## config.mk

```make
export PLATFORM = sky130hd
export DESIGN_NAME = ctrl_input_conditioner
export DESIGN_NICKNAME = d
export VERILOG_FILES = /design/src/rtl/ctrl_input_pkg.sv /design/src/rtl/ctrl_debounce.sv /design/src/rtl/ctrl_input_conditioner.sv
export SDC_FILE = /design/constraint.sdc
export NUM_CORES = 1
export LEC_CHECK = 0
export BUFFER_PORTS_ARGS = -buffer_cell sky130_fd_sc_hd__buf_4
export CAP_MARGIN = 20
export CORE_MARGIN = 5
export CORE_UTILIZATION = 37
export DETAILED_ROUTE_END_ITERATION = 10
export PLACE_DENSITY = 0.52
export SLEW_MARGIN = 20
export SYNTH_ARGS = -nofsm -noshare
export SYNTH_HDL_FRONTEND = slang
export SYNTH_SLANG_ARGS = --single-unit
```

## constraint.sdc

```tcl
create_clock -name clk_clk -period 4.74 [get_ports clk_clk]
set_input_delay 1.185 -clock clk_clk [delete_from_list [all_inputs] [get_ports clk_clk]]
set_output_delay 1.185 -clock clk_clk [all_outputs]
set_load 0.05 [all_outputs]
```

## src/rtl/ctrl_input_pkg.sv

```systemverilog
// Shared types and constants for the KEY/SW input conditioner.
// Default cycle counts assume a 50 MHz system clock.
package ctrl_input_pkg;

    typedef enum logic [1:0] {
        IDLE,
        HELD,
        REPEAT
    } nav_state_t;

    localparam int unsigned DEF_DEBOUNCE_CYCLES = 1000000;  // 20 ms
    localparam int unsigned DEF_HOLD_CYCLES     = 25000000; // 500 ms
    localparam int unsigned DEF_REPEAT_CYCLES   = 7500000;  // 150 ms

    // Channel order of the debounced bus inside the top.
    localparam int unsigned CH_ANT   = 0;
    localparam int unsigned CH_SIG   = 1;
    localparam int unsigned CH_RST   = 2;
    localparam int unsigned CH_PAUSA = 3;
    localparam int unsigned CH_F1    = 4;
    localparam int unsigned CH_F2    = 5;
    localparam int unsigned NUM_CH   = 6;

    // Width of a counter spanning 0..n-1, never narrower than one bit.
    function automatic int unsigned cnt_width(input int unsigned n);
        return (n > 1) ? $clog2(n) : 1;
    endfunction

endpackage

```

## src/rtl/ctrl_debounce.sv

```systemverilog
// One input channel: 2-FF synchroniser followed by a debounce counter.
// The debounced state flips only after DEBOUNCE_CYCLES consecutive mismatches.
module ctrl_debounce
    import ctrl_input_pkg::*;
#(
    parameter int unsigned DEBOUNCE_CYCLES = DEF_DEBOUNCE_CYCLES
) (
    input  logic i_clk,
    input  logic i_rst_n,
    input  logic i_raw,
    output logic o_d
);

    localparam int unsigned CW = cnt_width(DEBOUNCE_CYCLES);
    localparam logic [CW-1:0] TERM = CW'(DEBOUNCE_CYCLES - 1);

    logic          r_sync1;
    logic          r_sync2;
    logic          r_d;
    logic [CW-1:0] r_cnt;

    always_ff @(posedge i_clk or negedge i_rst_n) begin
        if (!i_rst_n) begin
            r_sync1 <= 1'b0;
            r_sync2 <= 1'b0;
            r_d     <= 1'b0;
            r_cnt   <= '0;
        end else begin
            r_sync1 <= i_raw;
            r_sync2 <= r_sync1;
            // Any agreement restarts the count, so short glitches never accumulate.
            if (r_sync2 == r_d) begin
                r_cnt <= '0;
            end else if (r_cnt == TERM) begin
                r_d   <= r_sync2;
                r_cnt <= '0;
            end else begin
                r_cnt <= r_cnt + 1'b1;
            end
        end
    end

    assign o_d = r_d;

endmodule

```

## src/rtl/ctrl_input_conditioner.sv

```systemverilog
// Debounces KEY/SW pins into press pulses and clean levels for the control PIOs.
// Define CTRL_AUTOREPEAT_EN to add hold-to-repeat on the previous/next buttons.
module ctrl_input_conditioner
    import ctrl_input_pkg::*;
#(
    parameter int unsigned DEBOUNCE_CYCLES = DEF_DEBOUNCE_CYCLES,
    parameter int unsigned HOLD_CYCLES     = DEF_HOLD_CYCLES,
    parameter int unsigned REPEAT_CYCLES   = DEF_REPEAT_CYCLES
) (
    input  logic clk_clk,
    input  logic reset_reset_n,
    input  logic anterior_key_n,
    input  logic siguiente_key_n,
    input  logic rst_key_n,
    input  logic pausa_sw,
    input  logic filtro1_sw,
    input  logic filtro2_sw,
    output logic anterior_pulse,
    output logic siguiente_pulse,
    output logic rst_pulse,
    output logic pausa_lvl,
    output logic filtro1_lvl,
    output logic filtro2_lvl
);

    logic [NUM_CH-1:0] w_raw;
    logic [NUM_CH-1:0] w_d;
    logic [1:0]        w_nav_d;
    logic [1:0]        w_nav_other;

    nav_state_t        r_state [2];
    logic [1:0]        r_nav_pulse;
    logic              r_rst_d_q;
    logic              r_rst_pulse;
    logic [2:0]        r_lvl;

    assign w_raw = {filtro2_sw, filtro1_sw, pausa_sw,
                    ~rst_key_n, ~siguiente_key_n, ~anterior_key_n};

    for (genvar g = 0; g < NUM_CH; g++) begin : g_deb
        ctrl_debounce #(
            .DEBOUNCE_CYCLES(DEBOUNCE_CYCLES)
        ) u_deb (
            .i_clk  (clk_clk),
            .i_rst_n(reset_reset_n),
            .i_raw  (w_raw[g]),
            .o_d    (w_d[g])
        );
    end

    assign w_nav_d     = {w_d[CH_SIG], w_d[CH_ANT]};
    // Each nav channel sees the other's debounced state for mutual exclusion.
    assign w_nav_other = {w_d[CH_ANT], w_d[CH_SIG]};

`ifdef CTRL_AUTOREPEAT_EN
    localparam int unsigned HMAX = (HOLD_CYCLES > REPEAT_CYCLES) ? HOLD_CYCLES : REPEAT_CYCLES;
    localparam int unsigned HW   = cnt_width(HMAX);
    localparam logic [HW-1:0] HOLD_TERM   = HW'(HOLD_CYCLES - 1);
    localparam logic [HW-1:0] REPEAT_TERM = HW'(REPEAT_CYCLES - 1);

    logic [HW-1:0] r_hcnt [2];
`else
    // Hold/repeat timing has no hardware in this build.
    logic [63:0] w_unused_cfg;
    assign w_unused_cfg = {HOLD_CYCLES, REPEAT_CYCLES};
`endif

    always_ff @(posedge clk_clk or negedge reset_reset_n) begin
        if (!reset_reset_n) begin
            for (int i = 0; i < 2; i++) begin
                r_state[i]     <= IDLE;
                r_nav_pulse[i] <= 1'b0;
`ifdef CTRL_AUTOREPEAT_EN
                r_hcnt[i]      <= '0;
`endif
            end
        end else begin
            for (int i = 0; i < 2; i++) begin
                r_nav_pulse[i] <= 1'b0;
                // Release is tested first so a release on the terminal cycle emits nothing.
                case (r_state[i])
                    IDLE: begin
                        if (w_nav_d[i]) begin
                            r_state[i]     <= HELD;
                            r_nav_pulse[i] <= ~w_nav_other[i];
`ifdef CTRL_AUTOREPEAT_EN
                            r_hcnt[i]      <= '0;
`endif
                        end
                    end
                    HELD: begin
                        if (!w_nav_d[i]) begin
                            r_state[i] <= IDLE;
                        end
`ifdef CTRL_AUTOREPEAT_EN
                        else if (r_hcnt[i] == HOLD_TERM) begin
                            r_state[i]     <= REPEAT;
                            r_nav_pulse[i] <= ~w_nav_other[i];
                            r_hcnt[i]      <= '0;
                        end else begin
                            r_hcnt[i] <= r_hcnt[i] + 1'b1;
                        end
`endif
                    end
`ifdef CTRL_AUTOREPEAT_EN
                    REPEAT: begin
                        if (!w_nav_d[i]) begin
                            r_state[i] <= IDLE;
                        end else if (r_hcnt[i] == REPEAT_TERM) begin
                            r_nav_pulse[i] <= ~w_nav_other[i];
                            r_hcnt[i]      <= '0;
                        end else begin
                            r_hcnt[i] <= r_hcnt[i] + 1'b1;
                        end
                    end
`endif
                    default: r_state[i] <= IDLE;
                endcase
            end
        end
    end

    always_ff @(posedge clk_clk or negedge reset_reset_n) begin
        if (!reset_reset_n) begin
            r_rst_d_q   <= 1'b0;
            r_rst_pulse <= 1'b0;
            r_lvl       <= '0;
        end else begin
            r_rst_d_q   <= w_d[CH_RST];
            r_rst_pulse <= w_d[CH_RST] & ~r_rst_d_q;
            r_lvl       <= {w_d[CH_F2], w_d[CH_F1], w_d[CH_PAUSA]};
        end
    end

    assign anterior_pulse  = r_nav_pulse[0];
    assign siguiente_pulse = r_nav_pulse[1];
    assign rst_pulse       = r_rst_pulse;
    assign pausa_lvl       = r_lvl[0];
    assign filtro1_lvl     = r_lvl[1];
    assign filtro2_lvl     = r_lvl[2];

endmodule

```

; Word level (Yosys, flattened, before mapping)
; Index checks and enable logic that the tools add are counted.
[totals]
reg_bits = 149
n_memories = 0
wordCells = 99
ramBits = 0
latch_bits = 0
rom_bits = 0
[op_classes]
n_mux = 22
n_eq_ne = 18
shift = 0
addsub = 6
multipliers = 0
n_reduce_logical = 10
n_bitwise = 13
order_cmp = 0
div_mod_pow = 0
[ops]
columns = op, n
row1 = $mux 20, 12
row2 = $add 20x1->20 const B, 6
row3 = $eq 20x20->1 const B, 6
row4 = $reduce_and 2->1, 8
row5 = $not 1->1, 12
row6 = $mux 2, 4
row7 = $pmux 2 s2, 2
row8 = $eq 1x1->1, 6
row9 = $eq 2x1->1 const B, 2
row10 = $logic_not 2->1, 2
row11 = $mux 1, 4
row12 = $ne 2x1->1 const B, 2
row13 = $ne 2x2->1 const B, 2
row14 = $and 1x1->1, 1

; Depth between registers and ports, before layout
[logic_depth]
word_depth = 3
ltp_mapped = 6
depth_no_buf = 5

; Hierarchy
; A second synthesis with hierarchy kept.
[unflattened]
hier_cells = 665
area_unflattened_um2 = 6964.2
[modules_own_cells]
columns = module, cells_each, instances, area_each_um2, seq_area_each_um2
row1 = ctrl_debounce, 108, 6, 1114.8, 575.6
row2 = ctrl_input_conditioner, 17, 1, 275.3, 225.2

; Worst setup path after synthesis
; Ideal clock, no wire load.
[synth_path]
path_kind = register -> register
startpoint = register g_deb[3].u_deb.r_cnt[12]
endpoint = register g_deb[3].u_deb.r_d
setup_time_ps = 125
n_path_buf = 0
period_less_slack_ps = 2077
t_arrival_ps = 1952
setup_slack_ps = 2663
path_stages_with_launch = 5
path_cell_list = dfrtp_1 or4b_1 or4_4 nor2_1 mux2_2
[synth_via]
elab_chain_len = 2
[synth_rtl]
columns = element, line
row1 = start: declaration, ctrl_debounce.sv:20  ; logic [CW-1:0] r_cnt;
row2 = start signal: assignment, ctrl_debounce.sv:38  ; r_cnt <= r_cnt + 1'b1;
row3 = $eq 20x20->1, ctrl_debounce.sv:34  ; end else if (r_cnt == TERM) begin
row4 = $reduce_and 2->1 (no source line), -
row5 = end signal: assignment, ctrl_debounce.sv:35  ; r_d <= r_sync2;
row6 = end: declaration, ctrl_debounce.sv:19  ; logic r_d;
; No other way between the ends.
; A chain may end at the register's enable or synchronous reset.

; Worst setup path after layout
[layout_path]
startpoint = register g_deb[3].u_deb.r_cnt[0]
endpoint = register g_deb[3].u_deb.r_d
; The elaborated chain is that of the path after synthesis.

==> results.yml <==
pwr:
  totalPowerFinal_mw: 2.83
  ir_drop_mv: 0.239
  power_density_mw_per_mm2: 361
  cellLeakagePower_nw: 3.13
cts:
  cts.repair.resized: 0
  ctsHoldBuffers: 0
  clock_path_buffers: 2
  postCtsSetupBuffers: 0
  clock_sinks: 147
  worstSkewPairLatency_ns: 0.42
  cts_buffers: 17
  cts.clk_slew.worst_paths_ns: 0.06
  cts_tree: "built"
  cts_max_level: 4
  cts-root-buf: "clkbuf_16"
global_route:
  grt_usage_pct: 12.6
  grt_pass1_wl_mm: 22.3
  overflow: 0
  antenna_found_initial: 0
  grt_max_degree: 76
  grt_pass1_vias: 4745
routing:
  viasPerCell: 5.09
  routed_wl_mm: 12.3
  final_antenna_net_count: 0
  wl_per_cell_um: 13.1
  drc: 0
  dr.pass1.iters: 4
  vias: 4770
  drt-initial-drc-count: 234
place:
  routabilityCongestion: 0.776
  io_buffers: 13
  post-place-ws_ns: 2.47
  hpwl_mm: 8.16
timing:
  drv_slew: 0
  maxSlewHeadroom_pct: 48.4
  fin_hold_ws_ns: 0.350
  setup_viol: 0
  clock.fmax_ghz: 0.450
  tightestPinTransition_ns: 0.773
  timing.final.ws_setup_ns: 2.52
  finalHoldViolCount: 0
  skew_ns: 0.00829
  setup_tns_ns: 0
  fin_crit_ns: 2.22
  finalCritPeriodShare_pct: 46.9
  rsz0062_at_grt: "false"
synth:
  syn-cell-area_mm2: 0.00683
  synthCells: 670
  synthDistinctLibCells: 46
  syn_area_per_cell_um2: 10.2
  ys_seq_area_share_pct: 53.8
  synth_ff_type: "dfrtp_1"
  yosys_warnings: 0
  synthMostInstantiatedCell: "dfrtp_1"
  synth_common_cells: "dfrtp_1, nor2_1, xnor2_1"
  synth_nets: 684
  yosys_register_bits: 147
  synth-async-reset-ratio_pct: 100
  synthTopCellsByArea: "dfrtp_1, xnor2_1, nor2_1"
  synth_top_area_share_pct: 53.8
  synth_largest_area_cell: "dfrtp_1"
  synth_edf_count: 0
die:
  coreArea_mm2: 0.0181
  die_height_um: 146
  fp.dieW_um: 146
  floorplan.die_area_mm2: 0.0213
  num_io_pins: 14
  start_util_pct: 37.8
  rows: 49
final_layout:
  multi_input_area_mm2: 0.00299
  fin_nets: 710
  diodes: 0
  layout-drive-gt1-share_pct: 9.45
  fillerInstances: 1644
  area_growth_pct: 14.9
  final-seq-area_mm2: 0.00368
  post-route-util_pct: 43.4
outcome:
  status: "finished clean"
setup_path:
  worstReg2RegStart: "g_deb[3].u_deb.r_cnt[0]"
  path_delay_family: "simple AND/OR/NAND/NOR gates"
  reg2reg_depth: 5
  max_stage_delay_ns: 0.65
  cp.buffers_inverters: 0
  setup.worst_path.start: "g_deb[3].u_deb.r_cnt[0]"
  cp-start-kind: "flip-flop"
  cp_max_fo: 8
  crit_cells: 5
  critPathRequiredTime_ns: 5.04
  cp_cell_sequence: "ha_1 -> nand3_1 -> or4_4 -> nor2_1 -> mux2_2"
  worst_ep_arrival_time_ns: 2.52
  endpoint_kind: "flip-flop"
  cpMaxStageDelayCell: "or4_4"
  crit_type: "reg2reg"
min_path:
  hp-start: "g_deb[0].u_deb.r_sync1"
  whs_path_depth: 0
  holdCritPathClass: "reg2reg"
flow_run:
  cap_violations: 0
[worst reg2reg max path, stage by stage (launching register included)]
cell,delay (ns)
dfrtp_1,0.39
ha_1,0.20
nand3_1,0.28
or4_4,0.65
nor2_1,0.22
mux2_2,0.36
[final cells by class]
class | instances | share of cell area [%]
flip-flops and latches | 147 | 46.8
clock inverters | 7 | 1.82
inverters | 28 | 1.34
clock buffers | 25 | 6.56
well taps | 229 | 3.65
repair buffers | 17 | 1.67
multi-input cells | 485 | 38.1
[kinds of logic (layout without fill, tap and decap cells)]
| logic type | count (synthesis) | after routing | synth area share [%] |
|---|---|---|---|
| AO/OA/AOI/OAI | 50 | 50 | 4.72 |
| adder cells (fa/ha/maj) | 6 | 6 | 1.10 |
| buffers and inverters | 38 | 77 | 2.40 |
| multiplexers | 12 | 12 | 1.87 |
| flip-flops | 147 | 147 | 53.8 |
| AND/OR/NAND/NOR | 328 | 328 | 24.7 |
| XOR/XNOR | 89 | 89 | 11.4 |
[power by group]
group	switching (mW)	internal (mW)	total [mW]
Sequential	0.0155	1.27	1.29
Clock	0.504	0.966	1.47
Combinational	0.0515	0.0211	0.0725
Total	0.571	2.26	2.83
[layer usage]
metal  wire (um)  global-route usage, %  part of all wire, %  vias up
li1            -                      -                    -     2397
met1        6070                   16.4                   49     2293
met2        5680                   19.8                   46       63
met3         400                   3.77                  3.2       17
met4         165                   4.65                  1.3        0
met5           0                      0                    0        -
[path summary, 6_finish.rpt]
check                           slack, ns                       end
worst min register to register       0.35    g_deb[0].u_deb.r_sync2
min in group asynchronous            0.79    g_deb[3].u_deb.r_sync2
worst max register to register       2.52        g_deb[3].u_deb.o_d
worst min-delay path                 0.35    g_deb[0].u_deb.r_sync2
worst max-delay path                 2.52        g_deb[3].u_deb.o_d
max in group asynchronous            3.01  g_deb[0].u_deb.r_cnt[12]
[cell usage in the layout, fill, tap and decap left out, types with 2 or more instances in the layout]
cell and count:
nand2_1 34, mux2_2 6, nand4_1 29, a21oi_1 20
clkinvlp_4 3, nor3b_1 2, clkbuf_16 17, mux2i_1 6
or4_1 8, nor4b_1 4, ha_1 6, o21ai_0 16
or4b_1 2, clkbuf_8 6, o31ai_1 3, or3_1 11
nor4_1 26, clkbuf_1 2, nor2_1 111, inv_1 28
a31o_2 3, nor3_1 27, xor2_1 27, nand4b_1 4
dfrtp_1 147, buf_4 16, o21ai_4 2, and2_1 5
xnor2_1 62, and3_1 9, and4_1 5, nand3_1 41
bufinv_16 4, or4_4 2
[registers in the layout (all words and copies together) (netlist names)]
signal,count
r_lvl,3
r_rst_d_q,1
rst_pulse,1
g_deb.u_deb.r_cnt,120
r_nav_pulse,2
g_deb.u_deb.r_sync2,6
g_deb.u_deb.o_d,6
r_state,2
g_deb.u_deb.r_sync1,6
[through the flow]
stage	instances	instance area, um2
CTS	938	7850
detailed placement	906	7200
global route	938	7850
global placement	906	7190
finish	938	7850
floorplan	670	6830
Note: power is estimated with default switching activity, not from simulation.
